$ cat src/rtl/product_accumulator_isoschedule_pkg.sv
// Shared definitions for the isoschedule datapath.
//   INPUT_WIDTH/WEIGHT_WIDTH/ACC_WIDTH : operand and product widths
//   SUM_WIDTH/MAX_LEN                  : accumulator defaults
//   acc_state_e                        : accumulator FSM states
package isoschedule_pkg;
  localparam int INPUT_WIDTH  = 4;
  localparam int WEIGHT_WIDTH = 8;
  localparam int ACC_WIDTH    = INPUT_WIDTH + WEIGHT_WIDTH;
  localparam int SUM_WIDTH    = 16;
  localparam int MAX_LEN      = 64;

  typedef enum logic [1:0] {
    IDLE  = 2'd0,
    ACCUM = 2'd1,
    DONE  = 2'd2
  } acc_state_e;
endpackage

$ cat src/rtl/product_accumulator_isoschedule_if.sv
// Product-in / sum-out handshake bundle for the accumulator.
//   prod_valid/prod_ready/prod : product stream from the multiplier
//   sum_valid/sum_ready/sum    : finished dot product toward writeback
//   master : the side feeding products and taking sums
//   slave  : the accumulator
interface product_accumulator_isoschedule_if
  import isoschedule_pkg::*;
#(
  parameter int ACC_WIDTH = isoschedule_pkg::ACC_WIDTH,
  parameter int SUM_WIDTH = isoschedule_pkg::SUM_WIDTH
);
  logic                 prod_valid;
  logic                 prod_ready;
  logic [ACC_WIDTH-1:0] prod;
  logic                 sum_valid;
  logic                 sum_ready;
  logic [SUM_WIDTH-1:0] sum;

  modport master (output prod_valid, prod, sum_ready,
                  input  prod_ready, sum_valid, sum);
  modport slave  (input  prod_valid, prod, sum_ready,
                  output prod_ready, sum_valid, sum);
endinterface

$ cat src/rtl/product_accumulator_isoschedule_adder_sat.sv
// acc_adder_sat: combinational acc + zero-extended product.
// Optional build macro ACC_SATURATE_EN clamps overflow to all-ones;
// without it the add wraps modulo 2^SUM_WIDTH.
//   a : running sum   b : unsigned product   y : next sum
module acc_adder_sat #(
  parameter int ACC_WIDTH = 12,
  parameter int SUM_WIDTH = 16
) (
  input  logic [SUM_WIDTH-1:0] a,
  input  logic [ACC_WIDTH-1:0] b,
  output logic [SUM_WIDTH-1:0] y
);
`ifdef ACC_SATURATE_EN
  // One extra bit catches the carry out; once clamped, any further
  // non-negative add carries again, so saturation is sticky for free.
  logic [SUM_WIDTH:0] full;
  assign full = {1'b0, a} + (SUM_WIDTH+1)'(b);
  assign y    = full[SUM_WIDTH] ? {SUM_WIDTH{1'b1}} : full[SUM_WIDTH-1:0];
`else
  assign y = a + SUM_WIDTH'(b);
`endif
endmodule

$ cat src/rtl/product_accumulator_isoschedule.sv
// product_accumulator_isoschedule: sums a run-time number of products
// (one dot product) from the multiplier and presents the result on a
// valid/ready port.
//   clk, rst   : clock, synchronous active-high reset
//   start, len : begin a dot product of len products (sampled in IDLE,
//                len clamped to MAX_LEN)
//   busy       : FSM not idle
//   bus        : slave side of the product/sum handshake interface
// Optional build macro ACC_SATURATE_EN (see acc_adder_sat).
module product_accumulator_isoschedule
  import isoschedule_pkg::*;
#(
  parameter int ACC_WIDTH = isoschedule_pkg::ACC_WIDTH,
  parameter int SUM_WIDTH = isoschedule_pkg::SUM_WIDTH,
  parameter int MAX_LEN   = isoschedule_pkg::MAX_LEN,
  parameter int LEN_WIDTH = $clog2(MAX_LEN+1)
) (
  input  logic                 clk,
  input  logic                 rst,
  input  logic                 start,
  input  logic [LEN_WIDTH-1:0] len,
  output logic                 busy,
  product_accumulator_isoschedule_if.slave bus
);
  acc_state_e           state, state_nx;
  logic [SUM_WIDTH-1:0] acc, acc_add;
  logic [LEN_WIDTH-1:0] cnt, len_q, len_c;
  logic                 take, load, last;

  assign len_c = (len > LEN_WIDTH'(MAX_LEN)) ? LEN_WIDTH'(MAX_LEN) : len;
  assign last  = (cnt == len_q - LEN_WIDTH'(1));

  acc_adder_sat #(.ACC_WIDTH(ACC_WIDTH), .SUM_WIDTH(SUM_WIDTH)) u_add (
    .a(acc), .b(bus.prod), .y(acc_add)
  );

  always_ff @(posedge clk) begin
    if (rst) state <= IDLE;
    else     state <= state_nx;
  end

  // Handshake outputs decode the registered state only, so prod_ready
  // has no combinational path from prod_valid.
  always_comb begin
    state_nx       = state;
    load           = 1'b0;
    take           = 1'b0;
    bus.prod_ready = 1'b0;
    bus.sum_valid  = 1'b0;
    case (state)
      IDLE: begin
        if (start) begin
          load     = 1'b1;
          state_nx = (len_c == '0) ? DONE : ACCUM;
        end
      end
      ACCUM: begin
        bus.prod_ready = 1'b1;
        take           = bus.prod_valid;
        if (take && last) state_nx = DONE;
      end
      DONE: begin
        bus.sum_valid = 1'b1;
        if (bus.sum_ready) state_nx = IDLE;
      end
      default: state_nx = IDLE;
    endcase
  end

  always_ff @(posedge clk) begin
    if (rst) begin
      acc   <= '0;
      cnt   <= '0;
      len_q <= '0;
    end else if (load) begin
      acc   <= '0;
      cnt   <= '0;
      len_q <= len_c;
    end else if (take) begin
      acc   <= acc_add;
      cnt   <= cnt + LEN_WIDTH'(1);
    end
  end

  assign bus.sum = acc;
  assign busy    = (state != IDLE);
endmodule
$ cat src/flat_wrapper.sv
// flat-port wrapper written by rule: the top's interface ports become plain ports
module product_accumulator_isoschedule_flat import isoschedule_pkg::*;
#(
  parameter int ACC_WIDTH = isoschedule_pkg::ACC_WIDTH,
  parameter int SUM_WIDTH = isoschedule_pkg::SUM_WIDTH,
  parameter int MAX_LEN   = isoschedule_pkg::MAX_LEN,
  parameter int LEN_WIDTH = $clog2(MAX_LEN+1)
)
  (clk, rst, start, len, busy, bus_prod_valid, bus_prod, bus_sum_ready, bus_prod_ready, bus_sum_valid, bus_sum);
  product_accumulator_isoschedule_if #(.ACC_WIDTH(ACC_WIDTH), .SUM_WIDTH(SUM_WIDTH)) bus_i ();
  input  logic clk;
  input  logic rst;
  input  logic start;
  input  logic [LEN_WIDTH-1:0] len;
  output logic busy;
  input wire logic [$bits(bus_i.prod_valid)-1:0] bus_prod_valid;
  input wire logic [$bits(bus_i.prod)-1:0] bus_prod;
  input wire logic [$bits(bus_i.sum_ready)-1:0] bus_sum_ready;
  output wire logic [$bits(bus_i.prod_ready)-1:0] bus_prod_ready;
  output wire logic [$bits(bus_i.sum_valid)-1:0] bus_sum_valid;
  output wire logic [$bits(bus_i.sum)-1:0] bus_sum;
  assign bus_i.prod_valid = bus_prod_valid;
  assign bus_i.prod = bus_prod;
  assign bus_i.sum_ready = bus_sum_ready;
  assign bus_prod_ready = bus_i.prod_ready;
  assign bus_sum_valid = bus_i.sum_valid;
  assign bus_sum = bus_i.sum;
  product_accumulator_isoschedule #(.ACC_WIDTH(ACC_WIDTH), .SUM_WIDTH(SUM_WIDTH), .MAX_LEN(MAX_LEN), .LEN_WIDTH(LEN_WIDTH)) u_core (.clk(clk), .rst(rst), .start(start), .len(len), .busy(busy), .bus(bus_i));
endmodule
$ cat config.mk
export PLATFORM = sky130hd
export DESIGN_NAME = product_accumulator_isoschedule_flat
export DESIGN_NICKNAME = d
export VERILOG_FILES = /design/src/rtl/product_accumulator_isoschedule_pkg.sv /design/src/rtl/product_accumulator_isoschedule_if.sv /design/src/rtl/product_accumulator_isoschedule_adder_sat.sv /design/src/rtl/product_accumulator_isoschedule.sv /design/src/flat_wrapper.sv
export SDC_FILE = /design/constraint.sdc
export NUM_CORES = 1
export LEC_CHECK = 0
export CAP_MARGIN = 0
export CORE_ASPECT_RATIO = 0.7
export CORE_MARGIN = 2
export CORE_UTILIZATION = 45
export DETAILED_ROUTE_END_ITERATION = 7
export PLACE_DENSITY_LB_ADDON = 0.08
export SYNTH_ARGS = -nofsm -noshare
export SYNTH_HDL_FRONTEND = slang
export SYNTH_HIERARCHICAL = 1
export SYNTH_SLANG_ARGS = --single-unit
$ cat constraint.sdc
create_clock -name clk -period 2.5 [get_ports clk]
set_input_delay 0.5 -clock clk [delete_from_list [all_inputs] [get_ports clk]]
set_output_delay 0.5 -clock clk [all_outputs]
set_load 0.05 [all_outputs]
==> Word level (Yosys, flattened, before mapping) <==
Cells that the tools add are included.
Widths: inputs -> output; s select.
{ "totals": {"ff_bits": 32, "out_inout_bits": 19} }
{ "op_classes": {"muxes": 11, "reduce_logical": 6, "n_eq_ne": 6, "addsub": 3, "n_lt_le_gt_ge": 1} }
{ "op_table": {"columns": ["op", "n"], "rows": [
  ["$add 16x12->16", 1],
  ["$mux 2", 4],
  ["$add 7x1->7 const B", 1],
  ["$eq 7x7->1", 1],
  ["$gt 7x7->1 const B", 1],
  ["$logic_not 7->1", 1],
  ["$mux 7", 1],
  ["$sub 7x1->7 const B", 1],
  ["$pmux 2 s3", 1],
  ["$mux 1", 5],
  ["$ne 2x2->1 const B", 2],
  ["$reduce_and 3->1", 1],
  ["$eq 2x1->1 const B", 1],
  ["$eq 2x2->1 const B", 1],
  ["$logic_not 2->1", 1],
  ["$ne 2x1->1 const B", 1],
  ["$reduce_bool 2->1", 1],
  ["$reduce_or 2->1", 1],
  ["$logic_and 1x1->1", 1]
]} }

==> Longest topological paths before layout <==
{ "logic_depth": {"word_depth": 6, "depth_mapped": 8, "depth_no_buf": 8} }

==> Cells and area by module <==
The synthesis kept the hierarchy.
{ "by_module_without_submodules": {"columns": ["module", "seq_area_each_um2", "area_per_inst_um2", "n_inst", "cells_per_inst"], "rows": [
  ["product_accumulator_isoschedule", 640.6, 1497.7, 1, 184],
  ["acc_adder_sat", 0.0, 790.8, 1, 104]
]} }

==> Worst setup path before layout <==
OpenSTA, ideal clock, no wires.
{ "synth_timing": {"path_kind": "reg-to-reg", "start": "reg u_core.acc[0], in the netlist u_core/bus.sum[0]", "end": "reg u_core.acc[10], in the netlist u_core/bus.sum[10]", "stages_incl_launch_ff": 9, "period_less_slack_ns": 2.281, "slack_ns": 0.219, "arrival_ns": 2.148, "n_path_buf": 0, "setup_ns": 0.132, "cell_sequence": "dfxtp_1 > ha_1 > fa_1 > a21o_1 > a221oi_4 > o21ai_0 > xor2_1 > nand2_1 > a21oi_1"} }
{ "synth_between": {"elab_chain_cells": 1} }
{ "synth_lines": {"columns": ["item", "line", "text"], "rows": [
  ["start: declaration", "product_accumulator_isoschedule.sv:26", "logic [SUM_WIDTH-1:0] acc, acc_add;"],
  ["start signal: assignment", "product_accumulator_isoschedule.sv:72", "acc <= '0;"],
  ["start signal: assignment", "product_accumulator_isoschedule.sv:76", "acc <= '0;"],
  ["start signal: assignment", "product_accumulator_isoschedule.sv:80", "acc <= acc_add;"],
  ["$add 16x12->16", "product_accumulator_isoschedule_adder_sat.sv:20", "assign y = a + SUM_WIDTH'(b);"],
  ["via u_core.acc_add[10]", "product_accumulator_isoschedule.sv:26", null]
]} }
The timed path passes the listed nets, and every way through them passes these cells.
A chain may end at the register's enable or synchronous reset.

==> Final worst setup path <==
{ "layout_timing": {"start": "in bus_prod[0]", "end": "reg u_core.acc[12], in the netlist u_core/bus.sum[12]"} }
{ "layout_between": {"elab_chain_cells": 1} }
{ "layout_lines": {"columns": ["item", "line", "text"], "rows": [
  ["start: declaration", "flat_wrapper.sv:17", "input wire logic [$bits(bus_i.prod)-1:0] bus_prod;"],
  ["$add 16x12->16", "product_accumulator_isoschedule_adder_sat.sv:20", null],
  ["via u_core.acc_add[12]", "product_accumulator_isoschedule.sv:26", null]
]} }
The timed path passes the listed nets, and every way through them passes these cells.

==> flow_summary_export.csv <==
group,metric,value,unit
clocking,insertion_delay,0.28,ns
final_layout,fill_cells,469,
final_layout,drive_above_1_share,11.1,%
pwr,p_per_area,717,nW/um^2
worst_setup_path,reg2reg_setup_slack,0.43,ns
routing,drc,0,
timing,fmax,421,MHz
timing,hold_violations,0,
clocking,cts_buffers,5,
global_route,first_global_vias,1980,
timing,slew_headroom,54.7,%
timing,tightest_slew,0.678,ns
timing,fin_crit_sh,95.1,%
job,cap_violations,0,
pwr,leakagePower,1.16,nW
synth,ys_seq_elements,32,
clocking,cts_htree_levels,2,
die,initial_core_util,47.3,%
worst_setup_path,start_kind,"input port",
clocking,clockBufferDepth,2,
clocking,path_clk_slew,0.07,ns
die,die-area,5680,sq um
die,die_x,89.2,microns
placed_design,port_buffers,42,
final_layout,final_cells,411,
clocking,root_buffer,"clkbuf_8",
final_layout,layout_commonest_cell,"nand2_1",
routing,postRouteWirelength,5480,microns
final_layout,diodes,0,
synth,synth_async_sr_flop_share,0,%
placed_design,dp_slack,-0.213,ns
routing,drtAntennaViolNets,0,
die,row_count,21,
routing,via_per_inst,5.34,
worst_setup_path,path_cells,"clkdlybuf4s50_1 -> ha_1 -> fa_1 -> a21o_1 -> a221oi_4 -> buf_6 -> nor3_1 -> nor3_1 -> nand2_1 -> a21oi_1",
timing,slew_violations,0,
timing,setup_viol,0,
worst_setup_path,slowest_delay,0.41,ns
clocking,ctsHoldBuffers,0,
synth,synthDistinctLibCells,52,
clocking,clock-sinks,32,
synth,synthCells,288,
global_route,grt_usage,20.6,%
synth,synth_area,2290,sq um
final_layout,mostFrequentLayoutCells,"50 x nand2_1, 41 x clkdlybuf4s50_1, 36 x a21oi_1, 32 x dfxtp_1, 20 x nor2_1",
synth,avgSynthCellArea,7.95,sq um
routing,wire_per_inst,13.3,microns
routing,via_count,2196,
worst_setup_path,crit_arrival,2.59,ns
clocking,cts_tree,"yes",
timing,rsz0062_at_grt,"false",
die,ios,43,
die,die_y,63.7,microns
synth,synth_flop_cell,"dfxtp_1",
synth,synth-edff-count,0,
global_route,grt_max_degree,24,
synth,ys_warn_count,6,
worst_setup_path,cpMostUsedCell,"nor3_1",
placed_design,routabilityCongestion,0.864,
run_status,status,"complete, no violations",
worst_setup_path,cp-end-kind,"register",
worst_setup_path,critPathRequiredTime,2.71,ns
placed_design,dp_hpwl,4150,microns
worst_setup_path,worst_path_max_delay_cell,"clkdlybuf4s50_1",
worst_setup_path,critPathMaxFanout,6,
routing,first_iter_violations,112,
worst_setup_path,critPathKind,"input port to register",
routing,dr.pass1.iters,5,
placed_design,place_inst,403,
synth,ys_seq_area_share,28.0,%
pwr,ir_worst_vdd,0.297,mV
synth,syn_nets,327,
min_path,hold_path.class,"register to register",
global_route,antenna_found_initial,0,
final_layout,fin_util,61.6,%
timing,clock_skew,0.00936,ns
die,core,4830,sq um
timing,setup_slack,0.122,ns
global_route,overflow,0,
final_layout,syn_to_final_growth,30.1,%
global_route,grt_pass1_wl,9270,microns
timing,fin_crit,2.38,ns
final_layout,nets,381,
[repair_timing]
| item | CTS | global route |
|---|---|---|
| setup buffers | 0 | 1 |
| gates resized for setup | 0 | 2 |
| setup endpoints to repair | 0 | 5 |
[stage by stage]
step / hold slack, ns / area (sq um) / total power [mW] / TNS, ns
after floorplan: 0.473 / 2290 / 1.38 / 0
after global placement: 0.464 / 2870 / 1.70 / -0.754
after detailed placement: 0.465 / 2870 / 1.70 / -0.919
after CTS: 0.476 / 2970 / 2.15 / 0
after global routing: 0.495 / 2980 / 2.29 / 0
final: 0.472 / 2980 / 2.13 / 0
[path summary, 6_finish.rpt]
check,from,end,cells after the start
setup reg to reg,u_core/bus.sum[0],u_core/bus.sum[12],9
hold reg to reg,u_core/bus.sum[7],u_core/bus.sum[7],2
hold / removal,u_core/bus.sum[7],u_core/bus.sum[7],2
setup / recovery,bus_prod[0],u_core/bus.sum[12],10
[area by class of cell]
class | instances | area (sq um) | share of cell area, %
multi-input cells | 234 | 1550 | 52.2
repair buffers | 59 | 562 | 18.9
inverters | 10 | 37.5 | 1.26
flip-flops and latches | 32 | 641 | 21.5
well taps | 69 | 86.3 | 2.90
clock buffers | 7 | 96.3 | 3.24
[cells in the mapped netlist (5+ instances only)]
master / number / area (sq um)
nand2_1: 50 / 188
a21oi_1: 36 / 180
dfxtp_1: 32 / 641
nor2_1: 20 / 75.1
ha_1: 14 / 175
xnor2_1: 14 / 123
inv_1: 10 / 37.5
nor3b_1: 9 / 67.6
nand3_1: 8 / 40.0
xor2_1: 7 / 61.3
a21o_1: 6 / 45.0
clkbuf_1: 6 / 22.5
nand4_1: 6 / 37.5
nor3_1: 6 / 30.0
or3_1: 5 / 31.3
[metal layers]
metal,part of all wire (%),up-vias,GRT usage [%]
met2,39,52,27.3
met1,55,1004,33.4
met3,6.2,2,4.98
met5,0,-,0
li1,-,1138,-
met4,0.26,0,3.36
[logic make-up (layout without fill, tap and decap cells)]
logic type                 count (synthesis)  in the layout  share of synthesized area [%]
and+or+nand+nor                          123            123                           26.5
AOI/OAI and AO/OA                         72             72                           22.3
DFF                                       32             32                           28.0
xor gates and xnor gates                  23             23                           10.2
buffers and inverters                     22             76                           4.10
adders and majority gates                 15             15                           8.53
muxes                                      1              1                          0.437
[sequential cells by signal, summed over array words and instances, names as in the netlist]
register	cells
u_core/bus.sum	16
u_core/cnt	7
u_core/len_q	7
u_core/state	2
[report_power, final]
group	internal (mW)	total [mW]	switching, mW
logic	0.442	1.06	0.622
registers	0.572	0.639	0.0678
clock network	0.245	0.432	0.187
[worst max-delay path: cells and delay by family]
family,cells,cell delay (ns)
fa+ha+maj,2,0.62
simple gates,3,0.29
buf+inv,2,0.57
compound gates,3,0.62
Power figures use the tool's default switching activity.
